<file path="src/rtl/timer_pkg.sv">
// Shared definitions for the multi-channel countdown timer: channel state
// encoding and the clock-rate constants used to derive prescaler settings.
package timer_pkg;

    typedef enum logic [1:0] {
        ST_IDLE  = 2'd0,
        ST_RUN   = 2'd1,
        ST_PAUSE = 2'd2
    } ch_state_t;

    localparam int CLK_HZ      = 100_000_000;
    localparam int CLK_DIV_MS  = CLK_HZ / 1000;
    localparam int CLK_DIV_S   = CLK_HZ;
    localparam int DEF_CNT_W   = 16;
    localparam int DEF_CLK_DIV = CLK_DIV_MS;

endpackage

</file>
<file path="src/rtl/timer_channel.sv">
// One countdown channel: IDLE/RUN/PAUSE state, remaining count, latched
// duration and mode, registered done pulse and busy flag.
module timer_channel
    import timer_pkg::*;
#(
    parameter int CNT_W = DEF_CNT_W
) (
    input  logic             clk,
    input  logic             rst,
    input  logic             tick,
    input  logic             start,
    input  logic             cancel,
    input  logic             hold,
    input  logic             periodic,
    input  logic [CNT_W-1:0] duration,
    output logic             done,
    output logic             busy,
    output logic [CNT_W-1:0] remaining
);

    ch_state_t        state;
    logic [CNT_W-1:0] dur_lat;
    logic             per_lat;

    always_ff @(posedge clk or posedge rst) begin
        if (rst) begin
            state     <= ST_IDLE;
            remaining <= '0;
            dur_lat   <= '0;
            per_lat   <= 1'b0;
            done      <= 1'b0;
            busy      <= 1'b0;
        end else begin
            done <= 1'b0;
            if (cancel) begin
                state     <= ST_IDLE;
                remaining <= '0;
                busy      <= 1'b0;
            end else if (start) begin
                if (duration == '0) begin
                    state     <= ST_IDLE;
                    remaining <= '0;
                    done      <= 1'b1;
                    busy      <= 1'b0;
                end else begin
                    dur_lat   <= duration;
                    per_lat   <= periodic;
                    remaining <= duration;
                    state     <= hold ? ST_PAUSE : ST_RUN;
                    busy      <= 1'b1;
                end
            end else if (state != ST_IDLE) begin
                // hold is a level: the count runs on any tick seen while it is low
                state <= hold ? ST_PAUSE : ST_RUN;
                if (!hold && tick) begin
                    if (remaining == CNT_W'(1)) begin
                        done <= 1'b1;
                        if (per_lat) begin
                            remaining <= dur_lat;
                        end else begin
                            remaining <= '0;
                            state     <= ST_IDLE;
                            busy      <= 1'b0;
                        end
                    end else begin
                        remaining <= remaining - CNT_W'(1);
                    end
                end
            end
        end
    end

endmodule

</file>
<file path="src/rtl/multi_timer.sv">
// Multi-channel countdown timer: one free-running prescaler producing a shared
// tick, fanned out to NUM_CH independent timer_channel instances.
module multi_timer
    import timer_pkg::*;
#(
    parameter int NUM_CH  = 4,
    parameter int CNT_W   = DEF_CNT_W,
    parameter int CLK_DIV = DEF_CLK_DIV,
    parameter int DIV_W   = 17
) (
    input  logic                    clk,
    input  logic                    rst,
    input  logic [NUM_CH-1:0]       start,
    input  logic [NUM_CH-1:0]       cancel,
    input  logic [NUM_CH-1:0]       hold,
    input  logic [NUM_CH-1:0]       periodic,
    input  logic [NUM_CH*CNT_W-1:0] duration,
    output logic [NUM_CH-1:0]       done,
    output logic [NUM_CH-1:0]       busy,
    output logic [NUM_CH*CNT_W-1:0] remaining
);

    localparam logic [DIV_W-1:0] DIV_LAST = DIV_W'(CLK_DIV - 1);

    logic [DIV_W-1:0] div_cnt;
    logic             tick;

    always_ff @(posedge clk or posedge rst) begin
        if (rst) begin
            div_cnt <= '0;
            tick    <= 1'b0;
        end else begin
            tick    <= (div_cnt == DIV_LAST);
            div_cnt <= (div_cnt == DIV_LAST) ? '0 : div_cnt + DIV_W'(1);
        end
    end

    for (genvar i = 0; i < NUM_CH; i++) begin : g_ch
        timer_channel #(
            .CNT_W(CNT_W)
        ) u_ch (
            .clk      (clk),
            .rst      (rst),
            .tick     (tick),
            .start    (start[i]),
            .cancel   (cancel[i]),
            .hold     (hold[i]),
            .periodic (periodic[i]),
            .duration (duration[i*CNT_W +: CNT_W]),
            .done     (done[i]),
            .busy     (busy[i]),
            .remaining(remaining[i*CNT_W +: CNT_W])
        );
    end

endmodule

</file>
<file path="config.mk">
export PLATFORM = sky130hd
export DESIGN_NAME = multi_timer
export DESIGN_NICKNAME = d
export VERILOG_FILES = /design/src/rtl/timer_pkg.sv /design/src/rtl/timer_channel.sv /design/src/rtl/multi_timer.sv
export SDC_FILE = /design/constraint.sdc
export NUM_CORES = 1
export LEC_CHECK = 0
export ABC_AREA = 1
export BUFFER_PORTS_ARGS = -buffer_cell sky130_fd_sc_hd__buf_2
export CORE_UTILIZATION = 35
export DETAILED_ROUTE_END_ITERATION = 12
export MAX_ROUTING_LAYER = met4
export PLACE_DENSITY_LB_ADDON = 0.12
export SLEW_MARGIN = 30
export SYNTH_ARGS = -nofsm -noshare
export SYNTH_HDL_FRONTEND = slang
export SYNTH_SLANG_ARGS = --single-unit
export TNS_END_PERCENT = 100
</file>
<file path="constraint.sdc">
create_clock -name clk -period 6.8 [get_ports clk]
set_input_delay 0.34 -clock clk [delete_from_list [all_inputs] [get_ports clk]]
set_output_delay 0.34 -clock clk [all_outputs]
set_load 0.01 [all_outputs]
</file>
* Word level (Yosys, flattened, before mapping) *
Cells that the tools add are included.
Widths: inputs -> output; s select.

word-level totals
  flip-flop bits (word level) = 166
  input port bits = 82
  output and inout port bits = 72
  word-level logic and storage cells = 201

cells by class
  add/sub/neg operators = 5
  equal/unequal tests = 9
  mux-type cells = 113
  bitwise logic cells = 8
  reduce and logical (&&, ||, !) cells = 40

operator list
  operator               count
  $mux 16                28
  $eq 16x1->1 const B    4
  $logic_not 16->1       4
  $mux 2                 32
  $sub 16x1->16 const B  4
  $mux 1                 52
  $reduce_bool 3->1      12
  $add 17x1->17 const B  1
  $eq 17x17->1 const B   1
  $mux 17                1
  $reduce_and 4->1       4
  $ne 3x3->1 const B     4
  $reduce_and 3->1       4
  $not 1->1              8
  $reduce_and 2->1       4
  $reduce_bool 2->1      4
  $logic_and 1x1->1      4
  $logic_not 1->1        4

* Logic depth before layout (Yosys ltp) *
Gate-level depths: netlist of run 1.

  depth after elaboration = 7
  gate-level depth with buffers = 14
  gate-level depth less buffers = 13

* Modules after synthesis *
From an unflattened synthesis of run 1, not the netlist that was laid out.

unflattened totals
  cell total of the unflattened synthesis = 1735
  area, all modules = 11394.7 sq um

by module, submodules not included
  module                             instances  cells each  area each (sq um)  sequential area each (sq um)
  timer_channel at g_ch[0].u_ch ...  2          400         2524.9             925.9
  timer_channel at g_ch[2].u_ch      1          393         2685.1             925.9
  timer_channel at g_ch[3].u_ch      1          397         2657.5             925.9
  multi_timer                        1          145         1002.2             450.4

* Least setup slack after synthesis of run 1 *
Ideal clock, no wire load.

  path kind = reg2reg
  start = reg g_ch[3].u_ch.remaining[1]
  end = reg g_ch[3].u_ch.remaining[10]
  library setup time = 0.116 ns
  data arrival time = 1.493 ns
  data required time = 6.684 ns
  setup slack = 5.191 ns
  cell stages (with the launch flop) = 15
  buffers on the path = 1
  clock period less this slack = 1.609 ns
  path through = dfrtp_1 -> inv_1 -> ha_1 -> inv_1 -> nor2_1 -> nand3_1 -> nor2_1 -> buf_2 -> nand3_1 -> nand2_1 -> inv_1 -> nand2_1 -> nand2_1 -> nand2_1 -> nand2_1

on the way
  word-level cells in the longest chain between the ends = 6
  elaborated cells on any way between the ends = 7
  classes of those cells = add/sub: 1; eq/ne: 1; mux: 5

ends and longest elaborated chain
  item                                                 line                                      text
  start: declaration                                   timer_channel.sv:18                       output logic [CNT_W-1:0] remaining
  start signal: assignment                             timer_channel.sv:48                       remaining <= duration;
  start signal: assignment                             timer_channel.sv:59                       remaining <= dur_lat;
  start signal: assignment                             timer_channel.sv:66                       remaining <= remaining - CNT_W'(1);
  $sub 16x1->16 / $eq 16x1->1 (equally long branches)  timer_channel.sv:66, timer_channel.sv:56
  $mux 16 (*)                                          timer_channel.sv:56                       if (remaining == CNT_W'(1)) begin
  $mux 16 (*)                                          timer_channel.sv:55                       if (!hold && tick) begin
  $mux 16 (*)                                          timer_channel.sv:52                       end else if (state != ST_IDLE) begin
  $mux 16 (*)                                          timer_channel.sv:39                       end else if (start) begin
  $mux 16 (*)                                          timer_channel.sv:35                       if (cancel) begin

Every way passes the cells marked *; elsewhere a longest branch is shown, timed or not. The select of a mux whose other input is x is not followed.
A chain may end at the register's enable or synchronous reset.

* Worst setup path after layout of run 1 *
  start = reg g_ch[3].u_ch.remaining[1]
  end = reg g_ch[3].u_ch.remaining[12]

Same word-level chain as after synthesis.

==> flow_summary.toml, run 1 <==
[sta]
hold_viol = 0
postLayoutSetupSlackWorst_ps = 4500
rsz0062_at_grt = "no"
total_of_endpoints_with_negative_setup_slack_in_the_final_report = 0
drv_slew = 0
setup_total_negative_slack_ps = 0
worst_slew_pin_slew_ps = 872
maxSlewHeadroom_pct = 41.9
max_clock_freq_mhz = 435
final.period_utilization_pct = 33.8
period_minus_slack_ps = 2300
clock-skew-final_ps = 14.6

[yosys]
syn-mean-instance-area_um2 = 6.57
synth-seq-cells = 166
yosysUniqueCellTypes = 37
synth-seq-area-share_pct = 38.3
share_of_synthesized_registers_carrying_an_async_set_or_reset_pct = 100
synth_top_flop_cell = "dfrtp_1"
post_synth_inst_count = 1652
synth_fp_nets = 1743
post_synth_edffs = 0
netlist_area_um2 = 10800
yosysWarningCount = 0

[clocking]
tritoncts = "done"
cts-root-buf = "clkbuf_16"
post_cts.repair.setup_buffers = 0
cts_max_path_bufs = 2
insertion_delay_ps = 430
post_cts_hold_buffer_count = 0
cts_num_sinks = 166
worst_setup_hold_path_clk_slew_ps = 80
postCtsResizedCells = 0
h-tree-depth = 4
numCtsBuffers = 17

[detailed_routing]
dr_total_vias = 10600
ant_nets = 0
route.detailed.vias_per_inst = 4.86
drt_pass1_iterations = 5
drc = 0
totalWireLength_um = 32700
drt_iter0_drc = 783
wire_per_inst_um = 14.9

[finish]
area_growth_syn_to_layout_pct = 14.2
drive_above_1_share_pct = 15.2
finalNetCount = 1866
layoutNonFillerInstCount = 2185
fin_area_um2 = 12400
fillerInstances = 3335
seqCellArea_um2 = 4150
multi_input_area_um2 = 5710

[place]
io_buffer_count = 153
routabilityCongestion = 0.898
post_dp_cell_area_um2 = 11800
detailed_place_hpwl_um = 24300
detailedPlace.worstSlack_ps = 4370
placed_cells_incl_taps = 2152

[floorplan]
fp.dieArea_um2 = 31700
rows = 64
floorplan.die.width_um = 178
die_height_um = 178
starting_utilization_of_the_core_area_pct = 35.6
io_pins = 154
core_um2 = 30500

[power]
power_leakage_uw = 0.00668
power_density_nw_per_um2 = 231
report.power.total_uw = 2860
seqPwrFrac_pct = 42.0
pwr-share-comb_pct = 24.6
pwr-share-clk_pct = 33.4
p_sw_share_pct = 36.3
power.ir.vdd_worst_v = 0.000166
total_switching_power_uw = 1040
cellInternalPower_uw = 1820

[grt]
number_of_antenna_violations_at_the_first_check_in_global_routing = 1
largest_net_degree_at_the_start_of_global_routing = 89
vias_in_the_first_global_route = 10000
grt_pass1_wl_um = 53400
grt-ovfl-total = 0
grt_use_total_pct = 22.0

[setup_path]
critical-path-slowest-cell = "nor2_1"
critPathMostFrequentCell = "nand2_1"
rr_worst_depth = 12
cpPeakStageDelay_ps = 550
worstPathBufferInverterCount = 2
cp.required_ps = 7180
path_cells = "inv_1, ha_1, inv_1, nor2_1, nand3_1, nor2_1, nand2_1, nand3_1, nand2_1, nand2_1, nand2_1, nand2_1"
criticalPathCategory = "reg2reg"
crit_cells = 12
crit_path_start_kind = "flip-flop"
cp_top_family = "simple AND/OR/NAND/NOR gates"
crit_arrival_ps = 2670
critical_path.max_fanout = 11
endpoint_kind = "flip-flop"

[job]
timing.max_cap.violations = 0

[hold_path]
timing.hold.worst.class = "in2async"

[run_status]
outcome = "complete, no violations"
power groups by stage:
stage                     Sequential (uW)  Combinational (uW)  Clock (uW)
after floorplan                      1200                 493           0
after global placement               1220                 697           0
after detailed placement             1220                 702           0
after CTS                            1200                 705         982
after global routing                 1220                 803        1020
final                                1200                 702         954
final timing paths:
path / start / to / slack [ps]
worst max-delay path: g_ch[3].u_ch.remaining[1]$_DFFE_PP0P_ / g_ch[3].u_ch.remaining[12]$_DFFE_PP0P_ / 4500
worst min-delay path: rst / g_ch[0].u_ch.remaining[4]$_DFFE_PP0P_ / 30
worst max register to register: g_ch[3].u_ch.remaining[1]$_DFFE_PP0P_ / g_ch[3].u_ch.remaining[12]$_DFFE_PP0P_ / 4500
worst min register to register: div_cnt[0]$_DFF_PP0_ / div_cnt[0]$_DFF_PP0_ / 460
max in group asynchronous: rst / g_ch[3].u_ch.dur_lat[15]$_DFFE_PP0P_ / 5500
min in group clk: hold[1] / g_ch[1].u_ch.state[0]$_DFFE_PP0P_ / 100
layout by cell type (no fill, tap or decap), types with 4 or more instances in the layout:
cell,netlist,layout
nand2_2,15,15
nand2_1,665,665
o21ai_1,7,7
nand3_2,5,5
xnor2_1,5,5
nand4_1,44,44
nor2_1,169,169
nor2_2,30,30
clkinvlp_4,0,6
xor2_1,15,15
nor2_4,14,14
buf_2,17,153
ha_1,9,9
inv_2,8,8
nand3b_1,7,7
clkbuf_16,0,17
clkinv_4,0,4
dfrtp_1,166,166
inv_1,171,170
a21oi_1,13,13
o211ai_1,10,10
o21ai_0,50,50
nor3_1,11,11
nand3_1,168,168
a21oi_2,4,4
layer usage:
metal | track usage, % | wire (um) | vias to the layer above
met5 | - | 0 | -
met1 | 31.0 | 16200 | 4887
li1 | - | - | 5436
met2 | 32.5 | 14300 | 263
met3 | 3.28 | 1490 | 44
met4 | 6.27 | 643 | 0
synthesized netlist by cell type (all sizes together), types with 2 or more instances:
| cell type | count | area share (%) |
|---|---|---|
| nand3b | 7 | 0.48 |
| o21bai | 3 | 0.21 |
| buf | 41 | 2.5 |
| ha | 9 | 1.0 |
| a21oi | 18 | 1.1 |
| dfrtp | 166 | 38 |
| nor3 | 12 | 0.60 |
| o211ai | 10 | 0.69 |
| nor2 | 213 | 9.0 |
| nor4 | 2 | 0.17 |
| inv | 180 | 6.3 |
| o21ai | 57 | 2.6 |
| xnor2 | 5 | 0.40 |
| xor2 | 15 | 1.2 |
| clkbuf | 10 | 0.35 |
| nand2 | 680 | 24 |
| or2 | 3 | 0.17 |
| nand4 | 44 | 2.5 |
| nand3 | 173 | 8.2 |
worst reg2reg max path: stages (launching register included):
cell     delay, ps
dfrtp_1        390
inv_1          110
ha_1           190
inv_1           50
nor2_1         110
nand3_1         80
nor2_1         550
nand2_1        350
nand3_1        180
nand2_1         60
nand2_1         50
nand2_1         50
nand2_1         80
sequential cells by signal, indices dropped and copies added, names as in the netlist:
name and cells:
div_cnt 17, g_ch.u_ch.remaining 64, g_ch.u_ch.busy 4, g_ch.u_ch.dur_lat 64
g_ch.u_ch.per_lat 4, tick 1, g_ch.u_ch.state 8, g_ch.u_ch.done 4
layout make-up:
cell class	count	share of cell area, %
antenna	1	0.0202
sequential	166	33.5
multi-input combinational	1255	46.1
clock inverter	12	0.788
tap	396	4.00
timing repair buffer	155	6.33
clock buffer	20	3.77
inverter	180	5.51
cell families (layout without fill, tap and decap cells):
| logic type | count (synthesis) | count (layout) | share of synthesized area, % |
|---|---|---|---|
| other cells | 0 | 1 | 0 |
| compound gates | 92 | 92 | 4.88 |
| simple gates | 1134 | 1134 | 45.1 |
| xor+xnor | 20 | 20 | 1.61 |
| fa+ha+maj | 9 | 9 | 1.04 |
| buf+inv | 231 | 367 | 9.08 |
| flops | 166 | 166 | 38.3 |
metrics by stage:
step / utilization (%) / hold WS (ps)
2_1_floorplan: - / 396
4_1_cts: 40.6 / 77.6
3_3_place_gp: 38.7 / 451
6_report: 40.6 / 28.3
3_5_place_dp: 38.8 / 457
5_1_grt: 40.6 / 81.0
Power figures use the tool's default switching activity.
==> run 2: changes to the inputs <==
==> constraint.sdc (replaced) <==
create_clock -name clk -period 2.15 [get_ports clk]
set_input_delay 0.1075 -clock clk [delete_from_list [all_inputs] [get_ports clk]]
set_output_delay 0.1075 -clock clk [all_outputs]
set_load 0.01 [all_outputs]
==> flow_summary.toml, run 2 (synthesis results as in run 1) <==
[power]
power_leakage_uw = 0.00712
power.ir.vdd_worst_v = 0.000516
pwr-share-comb_pct = 25.9
seqPwrFrac_pct = 40.3
pwr-share-clk_pct = 33.8
cellInternalPower_uw = 6160
power_density_nw_per_um2 = 704
p_sw_share_pct = 34.2
total_switching_power_uw = 3200

[sta]
hold_viol = 0
total_of_endpoints_with_negative_setup_slack_in_the_final_report = 0
worst_slew_pin_slew_ps = 724
period_minus_slack_ps = 1910
rsz0062_at_grt = "no"
post_route_worst_hold_slack_ps = 15.7
clock-skew-final_ps = 10.5
maxSlewHeadroom_pct = 51.5
final.period_utilization_pct = 88.8
drv_slew = 0
max_clock_freq_mhz = 524

[floorplan]
starting_utilization_of_the_core_area_pct = 35.6
io_pins = 154
rows = 64
fp.dieArea_um2 = 31700
die_height_um = 178
floorplan.die.width_um = 178
core_um2 = 30500

[grt]
vias_in_the_first_global_route = 10400
grt_pass1_wl_um = 54700
grt_use_total_pct = 22.7
number_of_antenna_violations_at_the_first_check_in_global_routing = 0
largest_net_degree_at_the_start_of_global_routing = 59
grt-ovfl-total = 0

[detailed_routing]
drt_iter0_drc = 621
drt_pass1_iterations = 7
route.detailed.vias_per_inst = 4.82
wire_per_inst_um = 14.9
dr_total_vias = 11000
drc = 0
totalWireLength_um = 33900
ant_nets = 0

[finish]
layout_commonest_cell = "nand2_1"
reg_top3 = "g_ch.u_ch.dur_lat (64), g_ch.u_ch.remaining (64), div_cnt (17)"
finalNetCount = 1959
layout.cells.most_common_list = "nand2_1, inv_1, nor2_1"
layoutNonFillerInstCount = 2276
drive_above_1_share_pct = 15.8
area_growth_syn_to_layout_pct = 22.6
antenna_cells = 0

[hold_path]
min_delay_startpoint = "duration[23]"
timing.hold.worst.class = "in2reg"

[setup_path]
worstPathBufferInverterCount = 1
cp.required_ps = 2530
critPathMostFrequentCell = "nand2_1"
critical_path.startpoint = "g_ch[1].u_ch.remaining[1]$_DFFE_PP0P_"
cpPeakStageDelay_ps = 380
rr_startpoint = "g_ch[1].u_ch.remaining[1]$_DFFE_PP0P_"
critical-path-slowest-cell = "dfrtp_1"
path_cells = "inv_1, ha_1, nand3_1, nor2_4, nand2_2, nand3_1, nand2_1, nand2_1, nand2_1, nand2_1"
criticalPathCategory = "reg2reg"
critical_path.max_fanout = 14
crit_arrival_ps = 2290
crit_path_start_kind = "flip-flop"
cp_top_family = "simple AND/OR/NAND/NOR gates"
endpoint_kind = "flip-flop"

[clocking]
tritoncts = "done"
insertion_delay_ps = 440
h-tree-depth = 4
worst_setup_hold_path_clk_slew_ps = 70
cts_num_sinks = 166
numCtsBuffers = 17
cts_max_path_bufs = 2
cts-root-buf = "clkbuf_16"

[job]
timing.max_cap.violations = 0

[place]
detailed_place_hpwl_um = 24900
io_buffer_count = 153
placed_cells_incl_taps = 2182
routabilityCongestion = 0.908

[run_status]
outcome = "complete, no violations"
-- run 2: worst min-delay path: stages --
cell and delay [ps]:
buf_2 100, inv_1 100, o21ai_0 100
-- run 2: power by group through the flow --
| stage | Clock (uW) | Combinational, uW | Sequential, uW |
|---|---|---|---|
| floorplan | 0 | 1560 | 3780 |
| global placement | 0 | 2320 | 3820 |
| detailed placement | 0 | 2340 | 3830 |
| CTS | 3250 | 2430 | 3770 |
| global route | 3350 | 2780 | 3830 |
| finish | 3160 | 2430 | 3770 |
-- run 2: final cells by class --
cell class	count	area, um^2
clock buffers	21	450
clock inverters	10	130
fillers	3260	17200
repair buffers	248	1670
multi-input cells	1255	5710
well taps	396	495
flip-flops and latches	166	4150
inverters	180	682
-- run 2: per-layer routing --
layer  track usage (%)  vias to the layer above  share of wire (%)
li1                  -                     5608                  -
met1              30.8                     5083                 49
met2              35.1                      242                 45
met3              2.98                       41                3.9
met4              6.52                        0                1.7
met5                 -                        -                  0
-- run 2: final timing paths --
check	to	slack, ps	cells after the start
setup / recovery	g_ch[1].u_ch.remaining[9]$_DFFE_PP0P_	240	10
setup reg to reg	g_ch[1].u_ch.remaining[9]$_DFFE_PP0P_	240	10
min in group asynchronous	g_ch[1].u_ch.busy$_DFFE_PP0P_	360	4
hold reg to reg	g_ch[0].u_ch.dur_lat[3]$_DFFE_PP0P_	470	2
max in group asynchronous	g_ch[2].u_ch.dur_lat[12]$_DFFE_PP0P_	1340	5
hold / removal	g_ch[1].u_ch.dur_lat[7]$_DFFE_PP0P_	20	3
-- run 2: stage by stage --
step,util (%),total power (uW),setup TNS (ps),worst slack [ps],area (um^2)
after floorplan,-,5350,-11660,-70.3,10900
after global placement,39.6,6150,0,298,12100
after detailed placement,39.6,6160,0,273,12100
after CTS,43.6,9450,0,254,13300
after global routing,43.6,9960,0,8.89,13300
final,43.6,9370,0,241,13300
-- run 2: timing repair --
item / in CTS / in global routing
resized for setup: 0 / 0
hold buffers: 63 / 0
endpoints found under the hold margin: 212 / 0
setup buffers: 0 / 0
